File: src/rtl/ahb_rr_arbiter.sv
// AHB bus arbiter: registered one-hot grant plus address- and data-phase owner indices.
// Latency: a grant changes one cycle after the arbitration-point edge; HMASTER and HMASTER_D lag by accepted beats.
// Backpressure: HREADY=0 freezes the burst counter, grant, owner indices and lock flag.
// Build option: define AHB_ARB_RR_EN for round-robin selection; otherwise the lowest requesting index wins.
module ahb_rr_arbiter #(
    parameter int NUM_MASTERS    = 4,
    parameter int DEFAULT_MASTER = 0,
    parameter int MW             = $clog2(NUM_MASTERS)
) (
    input  logic                   HCLK,
    input  logic                   HRESETn,
    input  logic [NUM_MASTERS-1:0] HBUSREQ,
    input  logic [NUM_MASTERS-1:0] HLOCK,
    input  logic [1:0]             HTRANS,
    input  logic [2:0]             HBURST,
    input  logic                   HREADY,
    output logic [NUM_MASTERS-1:0] HGRANT,
    output logic [MW-1:0]          HMASTER,
    output logic [MW-1:0]          HMASTER_D,
    output logic                   HMASTLOCK
);

    localparam logic [MW-1:0]          DEF_IDX   = MW'(DEFAULT_MASTER);
    localparam logic [NUM_MASTERS-1:0] DEF_GRANT = NUM_MASTERS'(1) << DEFAULT_MASTER;

    localparam logic [1:0] TR_IDLE   = 2'b00;
    localparam logic [1:0] TR_NONSEQ = 2'b10;
    localparam logic [1:0] TR_SEQ    = 2'b11;

    logic [3:0]             beats_left;
    logic [3:0]             beats_nxt;
    logic [MW-1:0]          g;
    logic [MW-1:0]          winner;
    logic                   any_req;
    logic                   arb_point;
    logic [NUM_MASTERS-1:0] grant_nxt;

    // Remaining beats after the first one of a fixed-length burst.
    function automatic logic [3:0] burst_last(input logic [2:0] hb);
        logic [3:0] res;
        case (hb)
            3'b010, 3'b011: res = 4'd3;   // WRAP4 / INCR4
            3'b100, 3'b101: res = 4'd7;   // WRAP8 / INCR8
            3'b110, 3'b111: res = 4'd15;  // WRAP16 / INCR16
            default:        res = 4'd0;   // SINGLE / INCR (no hold)
        endcase
        return res;
    endfunction

    // Binary owner index from the one-hot grant register.
    always_comb begin
        g = '0;
        for (int i = 0; i < NUM_MASTERS; i++) begin
            if (HGRANT[i]) g = g | MW'(i);
        end
    end

    // Post-update burst counter for this cycle; it moves only on accepted cycles.
    always_comb begin
        beats_nxt = beats_left;
        if (HREADY) begin
            case (HTRANS)
                TR_NONSEQ: beats_nxt = burst_last(HBURST);
                TR_SEQ:    beats_nxt = (beats_left == 4'd0) ? 4'd0 : beats_left - 4'd1;
                TR_IDLE:   beats_nxt = 4'd0;
                default:   beats_nxt = beats_left;   // BUSY keeps the burst position
            endcase
        end
    end

    assign any_req   = |HBUSREQ;
    assign arb_point = HREADY && (beats_nxt == 4'd0) && !HLOCK[g];

`ifdef AHB_ARB_RR_EN
    logic [MW-1:0] ptr;
    logic [MW-1:0] hi_idx;
    logic [MW-1:0] lo_idx;
    logic          hi_found;

    // Cyclic search from ptr: lowest requester at or above ptr, else wrap to lowest overall.
    always_comb begin
        hi_idx   = '0;
        lo_idx   = '0;
        hi_found = 1'b0;
        for (int i = NUM_MASTERS - 1; i >= 0; i--) begin
            if (HBUSREQ[i]) begin
                lo_idx = MW'(i);
                if (MW'(i) >= ptr) begin
                    hi_idx   = MW'(i);
                    hi_found = 1'b1;
                end
            end
        end
        winner = hi_found ? hi_idx : lo_idx;
    end

    // Rotate the search start past the winner; idle arbitration leaves it alone.
    always_ff @(posedge HCLK or negedge HRESETn) begin
        if (!HRESETn) begin
            ptr <= '0;
        end else if (arb_point && any_req) begin
            ptr <= (winner == MW'(NUM_MASTERS - 1)) ? '0 : winner + 1'b1;
        end
    end
`else
    // Fixed priority: lowest requesting index wins.
    always_comb begin
        winner = '0;
        for (int i = NUM_MASTERS - 1; i >= 0; i--) begin
            if (HBUSREQ[i]) winner = MW'(i);
        end
    end
`endif

    assign grant_nxt = any_req ? (NUM_MASTERS'(1) << winner) : DEF_GRANT;

    // Grant, burst counter and owner pipeline; everything holds while HREADY is low.
    always_ff @(posedge HCLK or negedge HRESETn) begin
        if (!HRESETn) begin
            HGRANT     <= DEF_GRANT;
            HMASTER    <= DEF_IDX;
            HMASTER_D  <= DEF_IDX;
            HMASTLOCK  <= 1'b0;
            beats_left <= 4'd0;
        end else begin
            beats_left <= beats_nxt;
            if (arb_point) begin
                HGRANT <= grant_nxt;
            end
            if (HREADY) begin
                HMASTER   <= g;
                HMASTER_D <= HMASTER;
                HMASTLOCK <= HLOCK[g];
            end
        end
    end

endmodule

File: config.mk
export PLATFORM = sky130hd
export DESIGN_NAME = ahb_rr_arbiter
export DESIGN_NICKNAME = d
export VERILOG_FILES = /design/src/rtl/ahb_rr_arbiter.sv
export SDC_FILE = /design/constraint.sdc
export NUM_CORES = 1
export LEC_CHECK = 0
export ABC_AREA = 1
export CAP_MARGIN = 20
export CORE_MARGIN = 2
export CORE_UTILIZATION = 30
export CTS_BUF_LIST = sky130_fd_sc_hd__clkbuf_16
export CTS_CLUSTER_SIZE = 24
export DETAILED_ROUTE_END_ITERATION = 10
export REMOVE_ABC_BUFFERS = 1
export SETUP_SLACK_MARGIN = 0.3
export SLEW_MARGIN = 10
export SYNTH_ARGS = -nofsm -noshare
export SYNTH_HDL_FRONTEND = slang
export SYNTH_SLANG_ARGS = --single-unit
File: constraint.sdc
create_clock -name HCLK -period 2.1 [get_ports HCLK]
set_input_delay 0.315 -clock HCLK [delete_from_list [all_inputs] [get_ports HCLK]]
set_output_delay 0.315 -clock HCLK [all_outputs]
set_load 0.05 [all_outputs]
==> results.tsv, run 1 <==
metric	value	unit
startpoint_type	register	
port_buffers	23	
htree_levels	1	
max_slew_margin	61.3	%
critical-path-top-delay-family	buffers and inverters	
coreArea	2730	sq um
finalClockSkew	0.000819	ns
post_drt_wl_per_cell	9.72	um
vias	754	
cts_hold_buf	0	
required	1.78	ns
drv_slew	0	
grt_pass1_wl	2880	um
drv_cap	0	
dp_hpwl	1330	um
die_y	57.4	um
crit_path_end_kind	primary output	
synth_area_per_cell	7.64	sq um
nets	159	
hold_class	input pin to async pin	
final_cell_mix	nand2_1, clkdlybuf4s50_1, inv_1	
synth_top_cell_area_share	35.1	%
synthTopCellsByArea	dfrtp_1, nand2_1, nand3_1	
routed_wl	1660	um
layout-drive-gt1-share	16.4	%
worst_pin_slew	0.578	ns
power.total	1.42	mW
clk_pin_slew	0.04	ns
max_freq	570	MHz
grt_pass1_vias	731	
design_area	1210	sq um
synth_cell_types	21	
die_w	57.4	um
cts_sinks	13	
start_util	31.3	%
fin_crit	1.75	ns
clockBufferDepth	2	
die_area	3300	sq um
synthCells	112	
cts_buffers	3	
regToRegStartpoint	beats_left[0]	
ir_worst_vdd	0.926	mV
grt_setup_unrepaired	false	
cp_max_fo	3	
fin_ws	0.346	ns
grt_use_total	10.9	%
p_per_area	1170	nW/um^2
antenna_found_initial	0	
reg2reg_slack	0.52	ns
status	finished, final reports clean	
critPathArrivalTime	1.44	ns
yosys_warnings	0	
vias_per_cell	4.41	
drtIter0Drc	36	
crit_type	register to primary output	
area_growth	42.0	%
grt_max_degree	14	
fillers	289	
power_leakage	0.643	nW
post-route-drc-count	0	
diodes	0	
rows	19	
slowest_delay	0.82	ns
cts_root_buffer	clkbuf_16	
synth_top_cell_by_area	dfrtp_1	
drt_first_pass_iters	4	
final_common_cell	nand2_1	
cp_num_buf_inv	1	
slowest_stage	clkdlybuf4s50_1	
yosysSeqAreaShare	38.2	%
worst_r2r_endpoint	HGRANT[3]	
synth.ff_latch_count	13	
overflow	0	
gp_congestion	0.780	
syn_area	856	sq um
setup_violations	0	
holdWs	0.453	ns
cts_tree	done	
rr_worst_depth	11	
path_cells	clkdlybuf4s50_1	
dpl-instance-area	1130	sq um
ios	25	
tns	0	ns
hold_viol	0	
timing.final.crit_share	83.5	%
ant_nets	0	
dp_slack	0.279	ns
clock_latency	0.23	ns
[repair_timing]
action | 4_1_cts | 5_1_grt
setup buffers | 0 | 0
gates resized for setup | 1 | 2
endpoints found under the hold margin | 0 | 0
setup endpoints to repair | 1 | 2
cloned | 0 | 0
[worst max-delay path by stage]
stage	startpoint	to	slack [ns]	cells past startpoint
floorplan	HGRANT[3]	HGRANT[3]	0.53	10
detailed placement	HTRANS[0]	HGRANT[2]	0.28	11
CTS	HGRANT[3]	HGRANT[3]	0.31	1
global placement	HTRANS[0]	HGRANT[1]	0.30	11
global route	HGRANT[2]	HGRANT[2]	0.32	1
finish	HGRANT[2]	HGRANT[2]	0.35	1
[Yosys cell counts]
master,count
a21oi_1,3
o21ai_0,2
nor2_4,1
nor2_2,1
ha_1,2
nor4_1,1
nor2_8,2
inv_2,3
nand2_1,39
nand2_4,4
nor3b_1,1
a21oi_4,2
inv_1,12
clkinv_1,2
nand2_2,3
o21ai_2,1
nand3_1,9
dfstp_2,1
nand3_2,1
dfrtp_1,12
nor2_1,10
[state kept, by name, indices dropped and copies added (netlist names)]
| signal | flops |
|---|---|
| HMASTLOCK | 1 |
| HMASTER_D | 2 |
| HMASTER | 2 |
| HGRANT | 4 |
| beats_left | 4 |
[layer usage]
metal	routed length [um]	vias to the layer above	track usage (%)
met5	0	-	0
met4	0	0	3.99
met3	116	0	1.81
met2	769	21	17.5
met1	776	334	14.7
li1	-	399	-
[area by class of cell]
type | instances | area [sq um] | area share (%)
flip-flops and latches | 13 | 327 | 26.9
inverters | 17 | 63.8 | 5.25
clock buffers | 3 | 75.1 | 6.18
repair buffers | 24 | 241 | 19.9
clock inverters | 1 | 3.75 | 0.309
well taps | 31 | 38.8 | 3.19
multi-input cells | 82 | 465 | 38.3
[power by group]
| group | switching (mW) | internal (mW) |
|---|---|---|
| Combinational | 0.453 | 0.227 |
| Clock | 0.0929 | 0.250 |
| Sequential | 0.0630 | 0.337 |
| Total | 0.609 | 0.814 |
[kinds of logic (layout without fill, tap and decap cells)]
| family | Yosys count | in the layout | synth area share [%] |
|---|---|---|---|
| and+or+nand+nor | 72 | 72 | 43.7 |
| AOI/OAI and AO/OA | 8 | 8 | 7.75 |
| DFF | 13 | 13 | 38.2 |
| adders and majority gates | 2 | 2 | 2.92 |
| buffers and inverters | 17 | 45 | 7.46 |
[metrics by stage]
stage / std cells / util (%)
6_report: 171 / 44.4
3_3_place_gp: 167 / 41.4
3_5_place_dp: 167 / 41.4
5_1_grt: 171 / 44.4
4_1_cts: 171 / 44.3
2_1_floorplan: 112 / -
(Power assumes the default switching activity.)
==> run 2: changes to the inputs <==
Clock period 2.1 ns to 1.7 ns, I/O delays scaled along.
==> run 2 against run 1 <==
  * Sequential cell count unchanged
  * Clock skew up 0.0010 ns
  * Clock power up 27%
  * Global-route usage up 0.67 points
  * Critical path depth up 10
  * Critical path type is now register to register
  * Die area unchanged
  * Design area up 6.1%
  * Largest cell class unchanged
  * Non-clock buffer count up 6
  * Sequential power up 25%
==> results.tsv, run 2 (synthesis results as in run 1) <==
metric	value	unit	change
status	finished, final reports clean		
drtIter0Drc	23		-36%
grt_use_total	11.6	%	+0.67 points
vias	784		+4.0%
area_growth	50.6	%	
antenna_found_initial	0		unchanged
final_common_cell	nand2_1		
die_w	57.4	um	unchanged
die_y	57.4	um	unchanged
dp_slack	-0.0560	ns	-0.335 ns
grt_pass1_vias	720		-1.5%
finalClockSkew	0.00183	ns	+0.00101 ns
drv_slew	0		unchanged
rows	19		unchanged
start_util	31.3	%	unchanged
cts_sinks	13		unchanged
max_freq	677	MHz	
ios	25		unchanged
vias_per_cell	4.43		+0.45%
grt_pass1_wl	2970	um	+2.9%
critPathArrivalTime	1.61	ns	+0.17 ns
fin_ws	0.223	ns	-0.123 ns
worst_pin_slew	0.575	ns	-0.00346 ns
clk_pin_slew	0.04	ns	about the same
fillers	282		-2.4%
hold_viol	0		unchanged
clock_latency	0.24	ns	about the same
ant_nets	0		unchanged
p_seq_share	27.2	%	-0.9 points
port_buffers	23		unchanged
largest_registers	HGRANT (4), beats_left (4)		
layout-drive-gt1-share	36.3	%	+20 points
grt_setup_unrepaired	true		
cts_hold_buf	0		unchanged
dpl-instance-area	1120	sq um	-1.3%
nets	165		+3.8%
max_slew_margin	61.6	%	+0.23 points
cts_buffers	3		unchanged
drv_cap	0		unchanged
diodes	0		unchanged
crit_type	register to register		
startpoint_type	register		
setup_violations	0		unchanged
overflow	0		unchanged
layout.cells.non_filler	177		+3.5%
grt_max_degree	14		unchanged
cts_tree	done		
htree_levels	1		unchanged
gp_congestion	0.784		+0.55%
met2_usage	17.7	%	+0.16 points
power_leakage	0.662	nW	+3.0%
routed_wl	1830	um	+10%
p_clk_share	23.7	%	-0.4 points
ir_worst_vdd	1.13	mV	+22%
grt_busiest_layer	met2		
p_sw_share	43.4	%	+0.62 points
met3_usage	2.95	%	+1.1 points
drt_first_pass_iters	4		unchanged
dp_hpwl	1370	um	+2.4%
clockBufferDepth	2		unchanged
timing.final.crit_share	86.9	%	
p_int	1.04	mW	+28%
hold_class	input pin to async pin		
p_sw	0.797	mW	+31%
post-place-cells	168		+0.60%
design_area	1290	sq um	+6.1%
required	1.83	ns	+0.05 ns
die_area	3300	sq um	unchanged
post_drt_wl_per_cell	10.3	um	+6.4%
final_cell_mix	nand2_1, buf_4, clkdlybuf4s50_1		
fin_crit	1.48	ns	
grt.met1_usage	14.6	%	-0.12 points
p_per_area	1420	nW/um^2	+22%
coreArea	2730	sq um	unchanged
p_comb_share	49.1	%	+1.3 points
cts_root_buffer	clkbuf_16		
cp_max_fo	5		+2
crit_path_end_kind	register		
post-route-drc-count	0		unchanged
-- run 2: final timing paths --
kind / from / endpoint / slack (ns) / depth (start not counted)
min in group HCLK: HGRANT[0] / HGRANT[0] / 0.46 / 2
worst min-delay path: HRESETn / HMASTLOCK / 0.39 / 1
worst min register to register: HGRANT[0] / HGRANT[0] / 0.46 / 2
worst max-delay path: beats_left[0] / HGRANT[1] / 0.22 / 11
max in group asynchronous: HRESETn / HGRANT[3] / 0.90 / 1
worst max register to register: beats_left[0] / HGRANT[1] / 0.22 / 11
-- run 2: what timing repair did --
action,in CTS,in global routing
pin swaps,1,13
resized for setup,7,13
setup endpoints to repair,4,4
hold endpoints to repair,0,0
buffers inserted,3,2
-- run 2: critical path: stages (launching register included) --
cell,delay (ns)
dfrtp_1,0.38
inv_4,0.07
ha_4,0.26
nor2_1,0.04
nand2_2,0.06
nand3_2,0.06
nand2_2,0.10
nand2_4,0.07
nor2_8,0.14
nand2_4,0.08
nand2_2,0.07
nand2_2,0.04
-- run 2: metrics by stage --
step	setup TNS (ns)	util [%]	total power, mW	hold slack (ns)
after CTS	0	44.9	1.79	0.407
after floorplan	0	-	1.08	-0.0406
after global routing	0	47.1	1.95	0.429
after detailed placement	-0.181	40.9	1.32	0.460
after global placement	-0.109	40.9	1.31	0.455
final	0	47.1	1.84	0.387
-- run 2: cell type report --
class                   instances  area [sq um]  area share, %
inverters                      17          66.3           5.15
flip-flops and latches         13           328           25.4
multi-input cells              82           515           40.0
well taps                      31          38.8           3.01
clock inverters                 1          3.75          0.291
repair buffers                 30           262           20.3
clock buffers                   3          75.1           5.83
-- run 2: metal layers --
metal  wire length [um]  vias up
met3                109        4
met5                  0        -
met1                808      343
li1                   -      414
met4                 40        0
met2                873       23
-- run 2: power by group through the flow --
| stage | Combinational, mW | Sequential [mW] | Clock [mW] |
|---|---|---|---|
| 2_1_floorplan | 0.305 | 0.774 | 0 |
| 3_3_place_gp | 0.817 | 0.496 | 0 |
| 3_5_place_dp | 0.829 | 0.493 | 0 |
| 4_1_cts | 0.849 | 0.495 | 0.449 |
| 5_1_grt | 0.971 | 0.514 | 0.460 |
| 6_report | 0.902 | 0.499 | 0.435 |
==> run 3: changes to the inputs <==
--- a/config.mk
+++ b/config.mk
@@ -8,5 +8,5 @@
 export ABC_AREA = 1
-export CAP_MARGIN = 20
+export CAP_MARGIN = 15
 export CORE_MARGIN = 2
-export CORE_UTILIZATION = 30
+export CORE_UTILIZATION = 45
 export CTS_BUF_LIST = sky130_fd_sc_hd__clkbuf_16
@@ -14,2 +14,3 @@
 export DETAILED_ROUTE_END_ITERATION = 10
+export PLACE_DENSITY = 0.77
 export REMOVE_ABC_BUFFERS = 1
==> constraint.sdc (replaced) <==
create_clock -name HCLK -period 1.7 [get_ports HCLK]
set_input_delay 0.34 -clock HCLK [delete_from_list [all_inputs] [get_ports HCLK]]
set_output_delay 0.34 -clock HCLK [all_outputs]
set_load 0.05 [all_outputs]
==> run 3 against run 2 <==
  * Count of clock-buffer cells in the layout unchanged
  * Die area fell by 31%
  * Design area grew 2.2%
  * Non-clock buffer count rose by 5
  * First-iteration DRC count is 57% lower
  * Sequential share of layout area is 0.65 points lower
  * Total power is 2.5% higher
  * Hold slack improved by 0.029 ns
  * Combinational power rose by 4.9%
  * Maximum frequency is 0.39% higher
  * Largest power group unchanged
  * Highest routed layer unchanged
==> results.tsv, run 3 (synthesis results as in run 1) <==
metric	value	unit	change
status	finished, final reports clean		
multi_input_area	508	sq um	-1.5%
max_slew_margin	83.1	%	+22 points
p_sw	0.808	mW	+1.4%
final_common_cell	nand2_1		
max_freq	680	MHz	+0.39%
timing.final.crit_share	86.5	%	-0.34 points
port_buffers	23		unchanged
p_sw_share	42.9	%	-0.47 points
htree_levels	1		unchanged
finalClockSkew	0.00450	ns	+0.00267 ns
die_y	47.6	um	-17%
cp_num_buf_inv	1		unchanged
overflow	0		unchanged
regArea	327	sq um	-0.38%
post_drt_wl_per_cell	11.2	um	+8.6%
p_clk_share	22.9	%	-0.8 points
ant_nets	0		unchanged
cp_max_fo	5		unchanged
nets	170		+3.0%
design_area	1320	sq um	+2.2%
drv_slew	0		unchanged
area_growth	53.9	%	
cts_root_buffer	clkbuf_16		
holdWs	0.416	ns	+0.0293 ns
p_comb_share	50.2	%	+1.1 points
vias	838		+6.9%
cts_sinks	13		unchanged
cts_tree	done		
cts_buffers	3		unchanged
diodes	0		unchanged
hold_viol	0		unchanged
post-place-cells	164		-2.4%
gp_congestion	0.799		+1.9%
drv_cap	0		unchanged
crit_type	register to register		
largest_registers	HGRANT (4), beats_left (4)		
vias_per_cell	4.76		+7.5%
grt_max_degree	14		unchanged
crit_top_cell	nand2_1		
required	1.83	ns	about the same
clock_latency	0.24	ns	about the same
dp_hpwl	1410	um	+3.3%
layout.cells.non_filler	176		-0.56%
critical-path-top-delay-family	simple AND/OR/NAND/NOR gates		
grt_setup_unrepaired	true		
cp.depth	11		unchanged
p_int	1.07	mW	+3.4%
dpl-instance-area	1140	sq um	+1.8%
antenna_found_initial	0		unchanged
start_util	48.5	%	+17 points
die_area	2270	sq um	-31%
grt_use_total	19.5	%	+8.0 points
critPathArrivalTime	1.60	ns	about the same
setup_violations	0		unchanged
startpoint_type	register		
clk_pin_slew	0.04	ns	about the same
clockBufferDepth	2		unchanged
dp_slack	-0.150	ns	-0.0940 ns
p_per_area	1430	nW/um^2	+0.29%
drtIter0Drc	10		-57%
die_w	47.6	um	-17%
ir_worst_vdd	0.984	mV	-13%
ios	25		unchanged
layout-drive-gt1-share	37.1	%	+0.78 points
slowest_delay	0.39	ns	about the same
cts_hold_buf	0		unchanged
hold_class	input pin to async pin		
path_cells	inv_4 > ha_4 > nor2_2 > nand2_1 > nand3_2 > nand2_2 > nand2_4 > nor2_8 > nand2_4 > nand2_1 > nand2_1		
grt_pass1_vias	806		+12%
p_seq_share	26.9	%	-0.3 points
rr_worst_depth	11		unchanged
worst_pin_slew	0.253	ns	-0.322 ns
power.total	1.88	mW	+2.5%
drt_first_pass_iters	4		unchanged
coreArea	1760	sq um	-35%
power_leakage	0.686	nW	+3.5%
slowest_stage	dfrtp_1		
final_cell_mix	nand2_1, buf_4, dfrtp_1		
grt_pass1_wl	3090	um	+4.2%
fillers	128		-55%
fin_ws	0.229	ns	+0.00572 ns
crit_path_end_kind	register		
routed_wl	1980	um	+8.0%
rows	15		-4
fin_crit	1.47	ns	-0.00572 ns
post-route-drc-count	0		unchanged
[run 3: cell types whose count changed in the layout (fill, tap and decap cells not counted), moves of 2 or more]
cell           change
dlygate4sd2_1      +2
nand2_2            -3
nor2_2             +3
buf_4              +4
nand2_1            +3
nor2_1             -2
[run 3: power by group through the flow]
stage	clock network [mW]	registers [mW]	logic (mW)
floorplan	0	0.774	0.305
global placement	0	0.499	0.852
detailed placement	0	0.502	0.867
CTS	0.437	0.499	0.925
global route	0.458	0.520	1.01
finish	0.430	0.506	0.946
[run 3: final timing paths]
check | from | end | slack [ns]
max in group asynchronous | HRESETn | HGRANT[0] | 1.05
worst min register to register | HMASTER_D[1] | HMASTER_D[1] | 0.47
worst min-delay path | HRESETn | HGRANT[1] | 0.42
worst max-delay path | beats_left[0] | HGRANT[3] | 0.23
worst max register to register | beats_left[0] | HGRANT[3] | 0.23
min in group HCLK | HMASTER_D[1] | HMASTER_D[1] | 0.47
[run 3: through the flow]
stage / utilization [%] / TNS (ns)
floorplan: - / 0
global placement: 64.5 / -0.374
detailed placement: 64.5 / -0.527
CTS: 72.9 / 0
global route: 74.7 / 0
finish: 74.7 / 0
[run 3: layout make-up]
class                      instances  area share (%)
sequential                        13            24.8
multi-input combinational         82            38.6
clock inverter                     1           0.285
tap                               25            2.37
timing repair buffer              35            23.3
inverter                          17            5.03
clock buffer                       3            5.70
[run 3: layer usage]
layer,track usage [%],part of all wire (%),wire length (um),up-vias
met1,21.6,43,840,386
met4,8.11,1.2,23,0
li1,-,-,-,428
met5,0,0,0,-
met3,4.15,4.4,87,4
met2,35.9,52,1020,20
[run 3: worst register-to-register path: stages, from the launching register on]
cell	delay [ns]
dfrtp_1	0.39
inv_4	0.07
ha_4	0.26
nor2_2	0.03
nand2_1	0.06
nand3_2	0.07
nand2_2	0.10
nand2_4	0.07
nor2_8	0.12
nand2_4	0.08
nand2_1	0.06
nand2_1	0.05
[run 3: timing repair]
| item | in CTS | in global routing |
|---|---|---|
| setup endpoints to repair | 5 | 5 |
| gates resized for setup | 10 | 8 |
| hold endpoints to repair | 0 | 0 |
| setup buffers | 7 | 1 |
| pin swaps | 10 | 3 |
